## src/rtl/grid_pixel_gen.sv

```systemverilog
// grid_pixel_gen: 2-stage pixel compositor (scan position, mouse sprite, canvas, glyph, edit cursor and selection in; pixel_color/pixel_valid out)
module grid_pixel_gen #(
  parameter int CELL_LOG2 = 5,
  parameter int H_BITS = 10,
  parameter int V_BITS = 9,
  parameter int BLINK_FRAMES = 30,
  parameter logic [11:0] GRID_COLOR = 12'h333,
  parameter logic [11:0] CUR_COLOR = 12'h0df,
  parameter logic [11:0] FG_COLOR = 12'hddd,
  parameter logic [11:0] BG_COLOR = 12'h000,
  parameter logic [11:0] SEL_COLOR = 12'h024,
  localparam int CX_W = H_BITS - CELL_LOG2,
  localparam int CY_W = V_BITS - CELL_LOG2
) (
  input  logic              clk,
  input  logic              rst,
  input  logic              valid,
  input  logic              frame_start,
  input  logic [H_BITS-1:0] h_cnt,
  input  logic [V_BITS-1:0] v_cnt,
  input  logic              mouse_en,
  input  logic [11:0]       mouse_pixel,
  input  logic              canvas_pixel,
  input  logic              word_en,
  input  logic              word_pixel,
  input  logic              editing,
  input  logic [CX_W-1:0]   edit_x,
  input  logic [CY_W-1:0]   edit_y,
  input  logic [H_BITS-1:0] mouse_x,
  input  logic [V_BITS-1:0] mouse_y,
  input  logic              sel_start,
  input  logic              sel_clear,
  output logic [11:0]       pixel_color,
  output logic              pixel_valid
);
  localparam int BW = BLINK_FRAMES > 1 ? $clog2(BLINK_FRAMES) : 1;
  localparam logic [BW-1:0] B_LAST = BW'(BLINK_FRAMES > 0 ? BLINK_FRAMES - 1 : 0);
  logic [CX_W-1:0] cx, mcx, ax, sx_lo, sx_hi;
  logic [CY_W-1:0] cy, mcy, ay, sy_lo, sy_hi;
  logic [CELL_LOG2-1:0] ph, pv;
  logic [BW-1:0] blink_cnt;
  logic blink_on, edit_q, sel_active, edit_rise;
  logic border, in_edit, in_mouse, in_sel;
  logic v1, me1, cp1, we1, wp1, ed1, bo1, b1, ie1, im1, is1;
  logic [11:0] mp1, color;
  assign cx = h_cnt[H_BITS-1:CELL_LOG2];
  assign cy = v_cnt[V_BITS-1:CELL_LOG2];
  assign mcx = mouse_x[H_BITS-1:CELL_LOG2];
  assign mcy = mouse_y[V_BITS-1:CELL_LOG2];
  assign ph = h_cnt[CELL_LOG2-1:0];
  assign pv = v_cnt[CELL_LOG2-1:0];
  assign sx_lo = ax < mcx ? ax : mcx;
  assign sx_hi = ax < mcx ? mcx : ax;
  assign sy_lo = ay < mcy ? ay : mcy;
  assign sy_hi = ay < mcy ? mcy : ay;
  assign edit_rise = editing & ~edit_q;
  assign border = ~|ph | &ph | ~|pv | &pv;
  assign in_edit = cx == edit_x && cy == edit_y;
  assign in_mouse = cx == mcx && cy == mcy;
  assign in_sel = sel_active && cx >= sx_lo && cx <= sx_hi && cy >= sy_lo && cy <= sy_hi;
  always_comb begin
    color = !v1 ? 12'h000 :
            me1 ? mp1 :
            (ed1 && ie1) ? (b1 ? (bo1 ? CUR_COLOR : GRID_COLOR) : (cp1 ? FG_COLOR : BG_COLOR)) :
            b1 ? ((!ed1 && im1) ? CUR_COLOR : GRID_COLOR) :
            (we1 && wp1) ? FG_COLOR :
            (!ed1 && is1) ? SEL_COLOR : BG_COLOR;
  end
  always_ff @(posedge clk) begin
    if (rst) begin
      blink_cnt <= '0;
      blink_on <= 1'b1;
      edit_q <= 1'b0;
      sel_active <= 1'b0;
      ax <= '0;
      ay <= '0;
      {v1, me1, cp1, we1, wp1, ed1, bo1, b1, ie1, im1, is1} <= '0;
      mp1 <= '0;
      pixel_color <= '0;
      pixel_valid <= 1'b0;
    end else begin
      edit_q <= editing;
      if (edit_rise || BLINK_FRAMES == 0) begin
        blink_cnt <= '0;
        blink_on <= 1'b1;
      end else if (frame_start) begin
        blink_cnt <= blink_cnt == B_LAST ? '0 : blink_cnt + 1'b1;
        if (blink_cnt == B_LAST) blink_on <= ~blink_on;
      end
      if (sel_clear) sel_active <= 1'b0;
      else if (sel_start) begin
        ax <= mcx;
        ay <= mcy;
        sel_active <= 1'b1;
      end
      {v1, me1, cp1, we1, wp1, ed1, bo1} <= {valid, mouse_en, canvas_pixel, word_en, word_pixel, editing, blink_on};
      {b1, ie1, im1, is1} <= {border, in_edit, in_mouse, in_sel};
      mp1 <= mouse_pixel;
      pixel_color <= color;
      pixel_valid <= v1;
    end
  end
endmodule

```

## config.mk

```make
export PLATFORM = sky130hd
export DESIGN_NAME = grid_pixel_gen
export DESIGN_NICKNAME = d
export VERILOG_FILES = /design/src/rtl/grid_pixel_gen.sv
export SDC_FILE = /design/constraint.sdc
export NUM_CORES = 1
export LEC_CHECK = 0
export CORE_MARGIN = 5
export CORE_UTILIZATION = 47
export CTS_BUF_LIST = sky130_fd_sc_hd__clkbuf_8 sky130_fd_sc_hd__clkbuf_16
export CTS_CLUSTER_SIZE = 24
export DETAILED_ROUTE_END_ITERATION = 7
export MAX_ROUTING_LAYER = met4
export PLACE_DENSITY = 0.9
export SLEW_MARGIN = 20
export SYNTH_ARGS = -nofsm -noshare
export SYNTH_HDL_FRONTEND = slang
export SYNTH_SLANG_ARGS = --single-unit
export TNS_END_PERCENT = 50
```

## constraint.sdc

```tcl
create_clock -name clk -period 3 [get_ports clk]
set_input_delay 0.3 -clock clk [delete_from_list [all_inputs] [get_ports clk]]
set_output_delay 0.3 -clock clk [all_outputs]
set_load 0.05 [all_outputs]
```

==> results.md <==
- Post-synthesis mux area share: 0.0670
- Combinational share of power: 0.206
- Syn Area/Cell: 8.91 um^2
- Minimum clock period: 2730 ps
- 1st-pass router iterations: 4
- Nets: 488
- Hold Path Class: flip-flop to flip-flop
- Gr usage total: 0.183
- Worst setup EP type: flip-flop
- Post-route design area: 3710 um^2
- Number of global-route vias before repair: 2384
- Area post-placement: 3590 um^2
- Main combinational cell family by area after synthesis: simple AND/OR/NAND/NOR gates
- P per Cell Area: 414 nW/um^2
- CP max FO: 2
- Internal power: 1.16 mW
- Status: finished, final reports clean
- # hold bufs at CTS: 0
- CP Class: primary input to flip-flop
- Slew headroom: 0.532
- Clock skew: 3.11 ps
- WP buf/inv: 2
- Cell row count: 27
- Worst path max stage delay: 490 ps
- Crit start category: primary input
- CP Cell Sequence: clkdlybuf4s50_1, inv_1, ha_1, a21o_1, a21oi_1, o21ba_2, mux2_2, ha_1, nor2_1, a21oi_1, nor3_1, nor4b_1, o2111a_1
- Ys async rst share: 0
- Vias per std cell: 5.14
- Synth Area in XOR/XNOR: 0.0739
- Clk network pwr share: 0.318
- Initial DRC count: 71
- Pin count of the biggest net entering global routing: 35
- Final hold vios: 0
- Critical Path RT: 3240 ps
- Via count: 2375
- Register share of total power: 0.476
- CP max stage cell: clkdlybuf4s50_1
- Compound-gate portion of the synthesized area: 0.110
- Max clock buf depth: 2
- Clock slew at reported path FFs: 90 ps
- Post-Synth Adder-Cell Area: 0.133
- Area Growth Syn to Fin: 36.1%
- CTS tree: built
- Post CTS Setup Buffer Count: 0
- CP top delay family: compound AO/OA/AOI/OAI gates
- Primary FF master, synth: dfxtp_1
- Seq/Total Area, Yosys: 0.382
- Root Driver: clkbuf_8
- Filler instances: 435
- Synthesized Nets: 405
- Initial Utilization: 0.489
- Post-synth EDFFs: 0
- Full die area: 7430 um^2
- Grt ovf: 0
- Pre-CTS setup slack: -75.6 ps
- Setup ws final: 273 ps
- Mapped Area: 2730 um^2
- Setup repair after global routing missed its margin: no
- Worst skew pair latency: 290 ps
- Worst VDD drop: 0.000244 V
- HPWL Detailed: 5200 um
- # clock sinks: 52
- Seq cells post-synth: 52
- P_sw: 374 uW
- First-pass GRT wire length: 10700 um
- Simple-gate share of the synthesized area: 0.184
- Residual DRC: 0
- Final setup fails: 0
- Lkg Pwr: 1.58 nW
- Die width: 86.2 um
- Cts repair resizes: 0
- Core area: 5570 um^2
- Fmax: 367 MHz
- I/O pin cnt: 83
- Share of cells above drive strength 1: 0.0718
- Sw Share: 0.243
- Yosys warning total: 0
- Cts bufs inserted: 5
- Total power draw: 1.54 mW
- Netlist cell types: 35
- Die height: 86.2 um
- Port Buf Inserts: 72
- Post-route ant nets: 0
- CTS H-tree depth: 2
- Final Cycle Share: 0.909
- N_diodes: 0
- Max Cap Violations: 0
- Crit path DAT: 2970 ps
- Final WL: 6440 um
- Synthesized instance count: 306
- GP Congestion: 0.907
- TNS Setup: 0 ps
- Pins Over Slew Limit: 0
- Routed len/inst: 13.9 um
- Initial antenna violation count: 0
- Pin slew with the least headroom to its limit: 685 ps
==> cells in the final DEF (no fill, tap or decap), types with 5 or more instances in the layout <==
cell type / synthesis / layout
clkdlybuf4s50_1: 0 / 72
dfxtp_1: 52 / 52
nand2_1: 34 / 34
a21oi_1: 31 / 31
ha_1: 29 / 29
inv_1: 22 / 22
nor2b_1: 21 / 21
nor2_1: 18 / 18
xnor2_1: 17 / 17
buf_4: 0 / 14
mux2i_1: 13 / 13
nand4_1: 7 / 7
nand2b_1: 6 / 6
nand3_1: 6 / 6
xor2_1: 6 / 6
clkbuf_8: 0 / 6
o21ai_0: 5 / 5
==> cell type report <==
cell class                      count  area (um^2)  area share
Multi-Input combinational cell    222         1550       0.418
Sequential cell                    52         1040       0.280
Timing Repair Buffer               86          826       0.222
Tap cell                           72         90.1      0.0243
Clock buffer                        6         82.6      0.0222
Inverter                           22         82.6      0.0222
Clock inverter                      2         38.8      0.0104
==> state kept, by name, indices dropped and copies added, names as in the netlist, 4 cells and up <==
| signal | flops |
|---|---|
| ax | 5 |
| ay | 4 |
| blink_cnt | 5 |
| mp1 | 12 |
| pixel_color | 12 |
==> worst register-to-register path: cells and delay by family (launching register included) <==
family / cells / cell delay [ps]
AOI/OAI and AO/OA: 5 / 830
adders and majority gates: 2 / 510
and+or+nand+nor: 3 / 420
DFF: 1 / 380
muxes: 1 / 340
==> per-stage QoR <==
step / utilization / hold WS (ps) / cells
after floorplan: - / 379 / 306
after global placement: 0.644 / 420 / 454
after detailed placement: 0.644 / 432 / 454
after CTS: 0.666 / 444 / 462
after global routing: 0.666 / 464 / 462
final: 0.666 / 447 / 462
==> cell usage after synthesis (7+ instances only) <==
cell type  instances  area [um^2]
nand2_1           34          128
mux2i_1           13          130
nand4_1            7         43.8
inv_1             22         82.6
dfxtp_1           52         1040
ha_1              29          363
nor2_1            18         67.6
nor2b_1           21          131
clkbuf_1           7         26.3
a21oi_1           31          155
xnor2_1           17          149
==> power groups by stage <==
stage               registers (mW)  clock network, mW  logic [mW]
floorplan                    0.753                  0       0.159
global placement             0.747                  0       0.302
detailed placement           0.749                  0       0.314
CTS                          0.732              0.512       0.317
global route                 0.736              0.536       0.350
finish                       0.732              0.489       0.316
==> kinds of logic after synthesis <==
logic type               count (synthesis)
adder cells (fa/ha/maj)                 29
AND/OR/NAND/NOR                        102
AO/OA/AOI/OAI                           51
buffers and inverters                   32
multiplexers                            17
flip-flops                              52
XOR/XNOR                                23
==> metal layers <==
| layer | GRT usage | part of all wire |
|---|---|---|
| met3 | 0.0314 | 0.056 |
| met5 | - | 0 |
| met4 | 0.0510 | 0.014 |
| met2 | 0.331 | 0.50 |
| met1 | 0.208 | 0.43 |
==> path summary, 6_finish.rpt <==
path               from  depth (start not counted)  slack [ps]              to
max          mouse_y[6]                         13         270             is1
min              mp1[6]                          2         450  pixel_color[6]
max reg2reg       ay[1]                         11         470             is1
min reg2reg      mp1[6]                          2         450  pixel_color[6]
(Power assumes the default switching activity.)
